File: config.mk
export PLATFORM = sky130hd
export DESIGN_NAME = alarm_bank
export DESIGN_NICKNAME = d
export VERILOG_FILES = /design/src/rtl/alarm_pkg.sv /design/src/rtl/alarm_slot.sv /design/src/rtl/alarm_bank.sv
export SDC_FILE = /design/constraint.sdc
export NUM_CORES = 1
export LEC_CHECK = 0
export ABC_AREA = 1
export BUFFER_PORTS_ARGS = -buffer_cell sky130_fd_sc_hd__buf_2
export CORE_UTILIZATION = 47
export DETAILED_ROUTE_END_ITERATION = 8
export PLACE_DENSITY = 0.72
export SYNTH_ARGS = -nofsm -noshare
export SYNTH_HDL_FRONTEND = slang
export SYNTH_SLANG_ARGS = --single-unit
File: constraint.sdc
create_clock -name clk -period 2.6 [get_ports clk]
set_input_delay 0.13 -clock clk [delete_from_list [all_inputs] [get_ports clk]]
set_output_delay 0.13 -clock clk [all_outputs]
set_load 0.05 [all_outputs]
File: src/rtl/alarm_pkg.sv
// Shared types and helpers for the multi-slot alarm engine.
package alarm_pkg;

  typedef enum logic [1:0] {
    IDLE    = 2'd0,
    ARMED   = 2'd1,
    RINGING = 2'd2,
    SNOOZED = 2'd3
  } slot_state_t;

  localparam logic [7:0] BCD_HOUR_MAX = 8'h23;
  localparam logic [7:0] BCD_MS_MAX   = 8'h59;

  // True when both BCD digits are decimal and the value does not exceed max_val.
  function automatic logic bcd_valid(input logic [7:0] val, input logic [7:0] max_val);
    return (val[7:4] <= 4'd9) && (val[3:0] <= 4'd9) && (val <= max_val);
  endfunction

endpackage

File: src/rtl/alarm_slot.sv
// One alarm slot: stored BCD time, weekday mask, ring/snooze FSM and seconds
// counter. Optional snooze cap enabled by ALARM_SNOOZE_CAP_EN.
module alarm_slot
  import alarm_pkg::*;
#(
  parameter int CNT_W      = 9,
  parameter int RING_SEC   = 60,
  parameter int SNOOZE_SEC = 300,
  parameter int MAX_SNOOZE = 3
) (
  input  logic       clk,
  input  logic       rst,
  input  logic       clk1sec,
  input  logic [7:0] hour,
  input  logic [7:0] min,
  input  logic [7:0] sec,
  input  logic [2:0] week,
  input  logic       wr_stb,
  input  logic [7:0] wr_hour,
  input  logic [7:0] wr_min,
  input  logic [7:0] wr_sec,
  input  logic [6:0] wr_wmask,
  input  logic       wr_arm,
  input  logic       ack_edge,
  input  logic       snooze_edge,
  output logic       ringing,
  output logic       snoozed
);

  localparam logic [CNT_W-1:0] RING_LD   = CNT_W'(RING_SEC);
  localparam logic [CNT_W-1:0] SNOOZE_LD = CNT_W'(SNOOZE_SEC);
  localparam logic [CNT_W-1:0] CNT_LAST  = CNT_W'(1);

  if (MAX_SNOOZE < 1) begin : g_bad_cap
    $error("alarm_slot: MAX_SNOOZE must be at least 1");
  end

  slot_state_t      state;
  logic [7:0]       a_hour;
  logic [7:0]       a_min;
  logic [7:0]       a_sec;
  logic [6:0]       wmask;
  logic [CNT_W-1:0] cnt;
  logic [7:0]       wmask_ext;
  logic             match;
  logic             cap_hit;

  // Week value 7 indexes the zero pad bit, so it never matches.
  assign wmask_ext = {1'b0, wmask};
  assign match     = clk1sec && (hour == a_hour) && (min == a_min) &&
                     (sec == a_sec) && wmask_ext[week];

`ifdef ALARM_SNOOZE_CAP_EN
  localparam int SC_W = (MAX_SNOOZE < 1) ? 1 : $clog2(MAX_SNOOZE + 1);

  logic [SC_W-1:0] snz_cnt;
  logic            snooze_take;
  logic            dismiss;
  logic            ring_timeout;

  // Count events mirror the FSM priority: write > ack > snooze > tick.
  assign snooze_take  = (state == RINGING) && !ack_edge && snooze_edge;
  assign cap_hit      = snooze_take && (snz_cnt == SC_W'(MAX_SNOOZE));
  assign dismiss      = ((state == RINGING) || (state == SNOOZED)) && ack_edge;
  assign ring_timeout = (state == RINGING) && !ack_edge && !snooze_edge &&
                        clk1sec && (cnt == CNT_LAST);

  // Snooze count: cleared on write, dismiss, cap and timeout; bumped per snooze.
  always_ff @(posedge clk) begin
    if (!rst || wr_stb || dismiss || cap_hit || ring_timeout) begin
      snz_cnt <= '0;
    end else if (snooze_take) begin
      snz_cnt <= snz_cnt + 1'b1;
    end
  end
`else
  assign cap_hit = 1'b0;
`endif

  // Slot FSM: write wins, then ack, then snooze, then the 1 Hz countdown.
  always_ff @(posedge clk) begin
    if (!rst) begin
      state  <= IDLE;
      a_hour <= '0;
      a_min  <= '0;
      a_sec  <= '0;
      wmask  <= '0;
      cnt    <= '0;
    end else if (wr_stb) begin
      a_hour <= wr_hour;
      a_min  <= wr_min;
      a_sec  <= wr_sec;
      wmask  <= wr_wmask;
      cnt    <= '0;
      state  <= wr_arm ? ARMED : IDLE;
    end else begin
      case (state)
        IDLE: ;
        ARMED: begin
          if (match) begin
            state <= RINGING;
            cnt   <= RING_LD;
          end
        end
        RINGING: begin
          if (ack_edge || cap_hit) begin
            state <= ARMED;
            cnt   <= '0;
          end else if (snooze_edge) begin
            state <= SNOOZED;
            cnt   <= SNOOZE_LD;
          end else if (clk1sec) begin
            if (cnt == CNT_LAST) begin
              state <= ARMED;
              cnt   <= '0;
            end else begin
              cnt <= cnt - 1'b1;
            end
          end
        end
        SNOOZED: begin
          if (ack_edge) begin
            state <= ARMED;
            cnt   <= '0;
          end else if (clk1sec) begin
            if (cnt == CNT_LAST) begin
              state <= RINGING;
              cnt   <= RING_LD;
            end else begin
              cnt <= cnt - 1'b1;
            end
          end
        end
      endcase
    end
  end

  assign ringing = (state == RINGING);
  assign snoozed = (state == SNOOZED);

endmodule

File: src/rtl/alarm_bank.sv
// Multi-slot BCD alarm engine: edge detection on ack/snooze, write
// validation, slot decode and lowest-index ring priority encoder.
// Optional snooze cap: define ALARM_SNOOZE_CAP_EN.
module alarm_bank
  import alarm_pkg::*;
#(
  parameter int NUM_ALARMS = 4,
  parameter int IDX_W      = 2,
  parameter int RING_SEC   = 60,
  parameter int SNOOZE_SEC = 300,
  parameter int CNT_W      = 9,
  parameter int MAX_SNOOZE = 3
) (
  input  logic                  clk,
  input  logic                  rst,
  input  logic                  clk1sec,
  input  logic [7:0]            hour,
  input  logic [7:0]            min,
  input  logic [7:0]            sec,
  input  logic [2:0]            week,
  input  logic                  wr_en,
  input  logic [IDX_W-1:0]      wr_idx,
  input  logic [7:0]            wr_hour,
  input  logic [7:0]            wr_min,
  input  logic [7:0]            wr_sec,
  input  logic [6:0]            wr_wmask,
  input  logic                  wr_arm,
  input  logic                  ack,
  input  logic                  snooze,
  output logic                  wr_err,
  output logic [NUM_ALARMS-1:0] ring_vec,
  output logic                  ring,
  output logic [IDX_W-1:0]      ring_idx,
  output logic [NUM_ALARMS-1:0] snoozed_vec
);

  if ((NUM_ALARMS < 1) || (NUM_ALARMS > 8) || ((2 ** IDX_W) < NUM_ALARMS)) begin : g_bad_idx
    $error("alarm_bank: NUM_ALARMS must be 1..8 and fit in IDX_W bits");
  end
  if ((RING_SEC >= (2 ** CNT_W)) || (SNOOZE_SEC >= (2 ** CNT_W))) begin : g_bad_cnt
    $error("alarm_bank: CNT_W too narrow for RING_SEC/SNOOZE_SEC");
  end

  logic ack_q;
  logic snooze_q;
  logic ack_edge;
  logic snooze_edge;
  logic wr_valid;

  assign ack_edge    = ack & ~ack_q;
  assign snooze_edge = snooze & ~snooze_q;

  assign wr_valid = bcd_valid(wr_hour, BCD_HOUR_MAX) &&
                    bcd_valid(wr_min, BCD_MS_MAX) &&
                    bcd_valid(wr_sec, BCD_MS_MAX) &&
                    (32'(wr_idx) < NUM_ALARMS);

  // Button history for edge detection and the registered reject pulse.
  always_ff @(posedge clk) begin
    if (!rst) begin
      ack_q    <= 1'b0;
      snooze_q <= 1'b0;
      wr_err   <= 1'b0;
    end else begin
      ack_q    <= ack;
      snooze_q <= snooze;
      wr_err   <= wr_en && !wr_valid;
    end
  end

  for (genvar i = 0; i < NUM_ALARMS; i++) begin : g_slot
    alarm_slot #(
      .CNT_W      (CNT_W),
      .RING_SEC   (RING_SEC),
      .SNOOZE_SEC (SNOOZE_SEC),
      .MAX_SNOOZE (MAX_SNOOZE)
    ) u_slot (
      .clk         (clk),
      .rst         (rst),
      .clk1sec     (clk1sec),
      .hour        (hour),
      .min         (min),
      .sec         (sec),
      .week        (week),
      .wr_stb      (wr_en && wr_valid && (wr_idx == IDX_W'(i))),
      .wr_hour     (wr_hour),
      .wr_min      (wr_min),
      .wr_sec      (wr_sec),
      .wr_wmask    (wr_wmask),
      .wr_arm      (wr_arm),
      .ack_edge    (ack_edge),
      .snooze_edge (snooze_edge),
      .ringing     (ring_vec[i]),
      .snoozed     (snoozed_vec[i])
    );
  end

  assign ring = |ring_vec;

  // Lowest-index ringing slot; 0 when nothing rings.
  always_comb begin
    logic found;
    ring_idx = '0;
    found    = 1'b0;
    for (int unsigned i = 0; i < NUM_ALARMS; i++) begin
      if (ring_vec[i] && !found) begin
        ring_idx = IDX_W'(i);
        found    = 1'b1;
      end
    end
  end

endmodule

# Word level (Yosys, flattened, before mapping)
# Index checks and enable logic that the tools add are counted.
# totals
ff_bits,171
inputBits,67
elab_cells,259
# op_classes
bitwise,5
add_sub_neg,4
order_cmp,10
mux,91
n_eq_ne,63
n_reduce_logical,59
# ops
operator,count
two-way mux 9 bit,32
case mux 9 bit (3 select lines),4
== test 8 bit,12
two-way mux 2 bit,38
== test 9 x 1 -> 1 bit (second input constant),4
inequality test 4 x 3 -> 1 bit (second input constant),9
subtractor 9 x 1 -> 9 bit (second input constant),4
logical AND 1 bit,33
inequality test 5 x 4 -> 1 bit (second input constant),6
<= comparator 4 bit (second input constant),6
case mux 2 bit (3 select lines),4
AND reduction 6 bit,4
== test 2 bit (second input constant),10
<= comparator 8 x 7 -> 1 bit (second input constant),2
AND reduction 4 bit,4
nonzero test 4 bit,4
binary-select mux 1 bit (select 3 bit),4
inequality test 3 x 1 -> 1 bit (second input constant),4
inequality test 3 bit (second input constant),4
inequality test 4 bit (second input constant),3
nonzero test 3 bit,4
== test 2 x 1 -> 1 bit (second input constant),5
inequality test 5 x 3 -> 1 bit (second input constant),2
two-way mux 1 bit,9
other kinds (9),21

# Depth between registers and ports, before layout
# depth
ltp_word,11
ltp_mapped,14
ltp_nobuf,14

# Modules after synthesis
# A second synthesis with hierarchy kept.
# unflattened
hier_cells,1646
area_unflattened_um2,10231.1
# modules_own_cells
mod,instances,cells_each,area_each_um2
alarm_slot (g_slot[2].u_slot ...),2,403,2538.7
alarm_slot (g_slot[0].u_slot),1,405,2506.2
alarm_slot (g_slot[1].u_slot),1,381,2379.8
alarm_bank,1,54,267.8

# Worst setup path after synthesis
# Ideal clock, no wire load.
# synth_path
path_kind,reg2out
start,reg g_slot[3].u_slot.state[1]
end,out ring_idx[1]
path_stages_with_launch,5
setup_slack_ns,0.603
arrival_ns,1.867
path_buffers,0
path_cell_list,dfxtp_1 > inv_2 > nor2_4 > inv_2 > a211oi_1
# synth_via
elab_chain_len,3
# synth_rtl
item,line_no,rtl
"start, declared",alarm_slot.sv:38,slot_state_t state;
"start signal, assigned",alarm_slot.sv:95,state <= wr_arm ? ARMED : IDLE;
== test 2 bit,alarm_slot.sv:138,assign ringing = (state == RINGING);
via g_slot[3].u_slot.ringing,alarm_slot.sv:26,"output logic ringing,"
logical AND 1 bit,alarm_bank.sv:106,if (ring_vec[i] && !found) begin
two-way mux 2 bit,alarm_bank.sv:106,
"end, declared",alarm_bank.sv:33,"output logic [IDX_W-1:0] ring_idx,"
# The timed path passes the listed nets, and every way through them passes these cells.

# Worst setup path after layout
# layout_path
start,in wr_sec[6]
end,reg g_slot[0].u_slot.cnt[4]
# layout_via
elab_chain_len,7
elab_cells_between_ends,8
classes_between,order compare: 2; reduce/logical: 6
# layout_rtl
item,line_no,rtl
"start, declared",alarm_bank.sv:25,"input logic [7:0] wr_sec,"
"parallel branches: the longest is 2 deep, another holds <= comparator 8 x 7 -> 1 bit",--,
logical AND 1 bit *,alarm_pkg.sv:16,return (val[7:4] <= 4'd9) && (val[3:0] <= 4'd9) && (val <= max_val);
logical AND 1 bit *,alarm_bank.sv:54,"bcd_valid(wr_min, BCD_MS_MAX) &&"
logical AND 1 bit * (2 in a row),alarm_bank.sv:85,".wr_stb (wr_en && wr_valid && (wr_idx == IDX_W'(i))),"
OR reduction 2 bit (no line) *,--,
"end signal, assigned",alarm_slot.sv:117,cnt <= cnt - 1'b1;
"end signal, assigned",alarm_slot.sv:130,cnt <= cnt - 1'b1;
"end, declared",alarm_slot.sv:43,logic [CNT_W-1:0] cnt;
# Mark *: on every way between the ends.
# A chain may end at the register's enable or synchronous reset.

==> flow_summary.toml <==
[timing]
fmax_mhz = 439.4
slew_headroom = 0.5777
layout_setup_ws_ps = 324.2
min_period_ps = 2276
final_hold_viol_count = 0
worstMarginPinSlew_ps = 632.8
final.setup.tns_ps = 0
finalMaxSlewViolations = 0
finalSetupViolations = 0
grt_setup_unrepaired = "false"
finalCritPeriodShare = 0.8753
finClkSkew_ps = 8.485

[cts]
cts_tree = "yes"
cts_buffers = 17
clk_latency_ps = 430
clock-sinks = 171
postCtsSetupBuffers = 0
clock-root-buffer = "clkbuf_16"
clk_pin_slew_ps = 70
htree_levels = 4
holdBufCountCts = 12
clockBufferDepth = 2
post_cts_resized = 0

[power]
netSwitchingFraction = 0.2443
p_int_mw = 4.322
seqPwrFrac = 0.459
clockPowerShare = 0.469
p_sw_mw = 1.397
power.leakage_nw = 4.491
pwr_density_cell_nw_per_um2 = 537.1
comb_power_share = 0.072
ir_worst_vdd_mv = 0.5154

[synth]
synthesis.nets = 1495
yosysMostFrequentCell = "nand2_1"
async_flop_share = 0
synth_top_area_cell = "dfxtp_1"
ys_warn_count = 0
syn_area_um2 = 9425
synth_edf_count = 0
synth_top_area_share = 0.3632
syn-mean-instance-area_um2 = 6.638
ys_types = 44
synthCells = 1420
synthFlopType = "dfxtp_1"
netlist_top_cells_count = "nand2_1 (343), inv_1 (180), dfxtp_1 (171), nor2_1 (159), a21oi_1 (147)"
yosys-top-cells-area = "dfxtp_1 (36%), nand2_1 (14%), a21oi_1 (7.8%)"
yosysSeqAreaShare = 0.3632
synth_seq_cells = 171

[die]
die_h_um = 143.6
die_area_um2 = 20620
coreArea_um2 = 19590
initial_utilization = 0.4811
die_x_um = 143.6
row_count = 51
boundaryPins = 79

[final_layout]
syn_to_final_growth_pct = 12.98
nets = 1562
seq_area_um2 = 3423
nFillCells = 1959
multi_input_area_um2 = 4903
layout-drive-gt1-share = 0.1207

[placed_design]
gp_congestion = 0.9685
placement.io_buffers = 78
dp_slack_ps = 463.2
dpl.hpwl_mm = 21.16

[grt]
grt_overflow = 0
grt_pass1_wl_mm = 44.84
grt_pass1_vias = 8549
grt_max_degree = 47
grt_use_total = 0.2853
antenna_found_initial = 0

[detailed_routing]
drt_iter0_drc = 750
drt-total-wl_mm = 28.42
firstDrtPassIters = 5
num_vias = 9514
drc_errors = 0
vias_per_cell = 5.387
detail-route-antenna-nets = 0
wire_per_inst_um = 16.09

[setup_path]
worst_setup_path_start_kind = "primary input"
path_cells = "dlygate4sd3_1 -> buf_2 -> nand2_1 -> nand2_1 -> nor2_1 -> o21ai_2 -> nor2_4 -> nand2_4 -> inv_4 -> nand3_4 -> nand2_1 -> inv_1 -> o211ai_1 -> inv_1"
r2r-start = "ack_q"
slowest_delay_ps = 530
critPathTopFamily = "simple AND/OR/NAND/NOR gates"
crit_required_ps = 2920
critical_path_class = "in2reg"
crit_path_end_kind = "flip-flop"
cp_max_fo = 16
crit_start = "wr_sec[6]"
r2r_cells = 11
crit_cells = 14
arrival_ps = 2600
crit_path_frequent_cell = "nand2_1"
cp_num_buf_inv = 5
cpMaxStageDelayCell = "dlygate4sd3_1"

[hold_path]
hold_path_depth = 3
hp-start = "wr_wmask[2]"
hp-class = "in2reg"

[status]
run_status = "completed"

[run]
drv_cap = 0
[logic make-up (layout without fill, tap and decap cells)]
group,count (synthesis),in the layout,synth area share
simple gates,630,630,0.2834
buf+inv,248,328,0.1166
compound gates,324,324,0.1900
xor+xnor,39,39,0.03624
other cells,0,1,0
flops,171,171,0.3632
fa+ha+maj,8,8,0.01062
[routing by layer]
metal	vias up	GRT usage	share of wire
li1	4692	-	-
met1	4339	0.3821	0.44
met2	405	0.4443	0.44
met3	78	0.04665	0.079
met4	0	0.1383	0.038
met5	-	0.007519	0
[registers in the layout (all words and copies together) (netlist names)]
name and flops:
ack_q 1, g_slot.u_slot.a_hour 32, g_slot.u_slot.a_min 32, g_slot.u_slot.a_sec 32, g_slot.u_slot.cnt 36, g_slot.u_slot.state 8, g_slot.u_slot.wmask 28, snooze_q 1
wr_err 1
[worst reg2reg max path, stage by stage (launching register included)]
cell and delay (ps):
dfxtp_1 310, nor2_1 60, buf_4 180, nor2_1 390
nand2_2 180, nand4_1 100, nor2_1 50, nand3_1 160
nand2_2 200, nand2_1 210, nand3_1 90, a21oi_1 180
[cells in the final DEF (no fill, tap or decap), types with 4 or more instances in the layout]
| cell type | count |
|---|---|
| nand2_2 | 9 |
| nand4_1 | 28 |
| nor3_1 | 27 |
| dlygate4sd3_1 | 12 |
| a211oi_2 | 17 |
| o21ai_1 | 8 |
| buf_2 | 78 |
| nor2_1 | 159 |
| ha_1 | 8 |
| nand3_1 | 44 |
| inv_2 | 8 |
| o21ai_0 | 136 |
| clkbuf_16 | 17 |
| nand2_1 | 343 |
| inv_1 | 179 |
| nor2_4 | 5 |
| o22ai_1 | 4 |
| xor2_1 | 19 |
| buf_4 | 12 |
| xnor2_1 | 20 |
| clkinvlp_4 | 5 |
| a21oi_1 | 147 |
| dfxtp_1 | 171 |
[power groups by stage]
stage | Clock [mW] | Sequential, mW | Combinational [mW]
floorplan | 0 | 2.69 | 0.194
global placement | 0 | 2.68 | 0.387
detailed placement | 0 | 2.68 | 0.387
CTS | 2.70 | 2.62 | 0.403
global route | 2.83 | 2.62 | 0.445
finish | 2.68 | 2.62 | 0.412
[final timing paths]
path,end,slack (ps)
worst max-delay path,g_slot[0].u_slot.cnt[4],320
worst min register to register,g_slot[0].u_slot.wmask[2],450
worst max register to register,g_slot[2].u_slot.state[1],410
worst min-delay path,g_slot[1].u_slot.wmask[2],10
[cell type report]
type	count	area share
Clock inverter	12	0.01516
Tap cell	265	0.03114
Timing Repair Buffer	104	0.06016
Multi-Input combinational cell	1001	0.4605
Clock buffer	20	0.04289
Sequential cell	171	0.3215
Antenna cell	1	0.0002350
Inverter	192	0.06850
[through the flow]
| step | hold slack [ps] | cell area (µm²) | cells | util | power (mW) |
|---|---|---|---|---|---|
| CTS | 5.263 | 10650 | 1765 | 0.5435 | 5.728 |
| floorplan | 223.5 | 9425 | 1420 | - | 2.879 |
| finish | 10.97 | 10650 | 1766 | 0.5436 | 5.719 |
| global placement | 322.6 | 9908 | 1721 | 0.5058 | 3.070 |
| detailed placement | 329.9 | 9908 | 1721 | 0.5058 | 3.070 |
| global route | 18.34 | 10650 | 1765 | 0.5435 | 5.895 |
(Power assumes the default switching activity.)
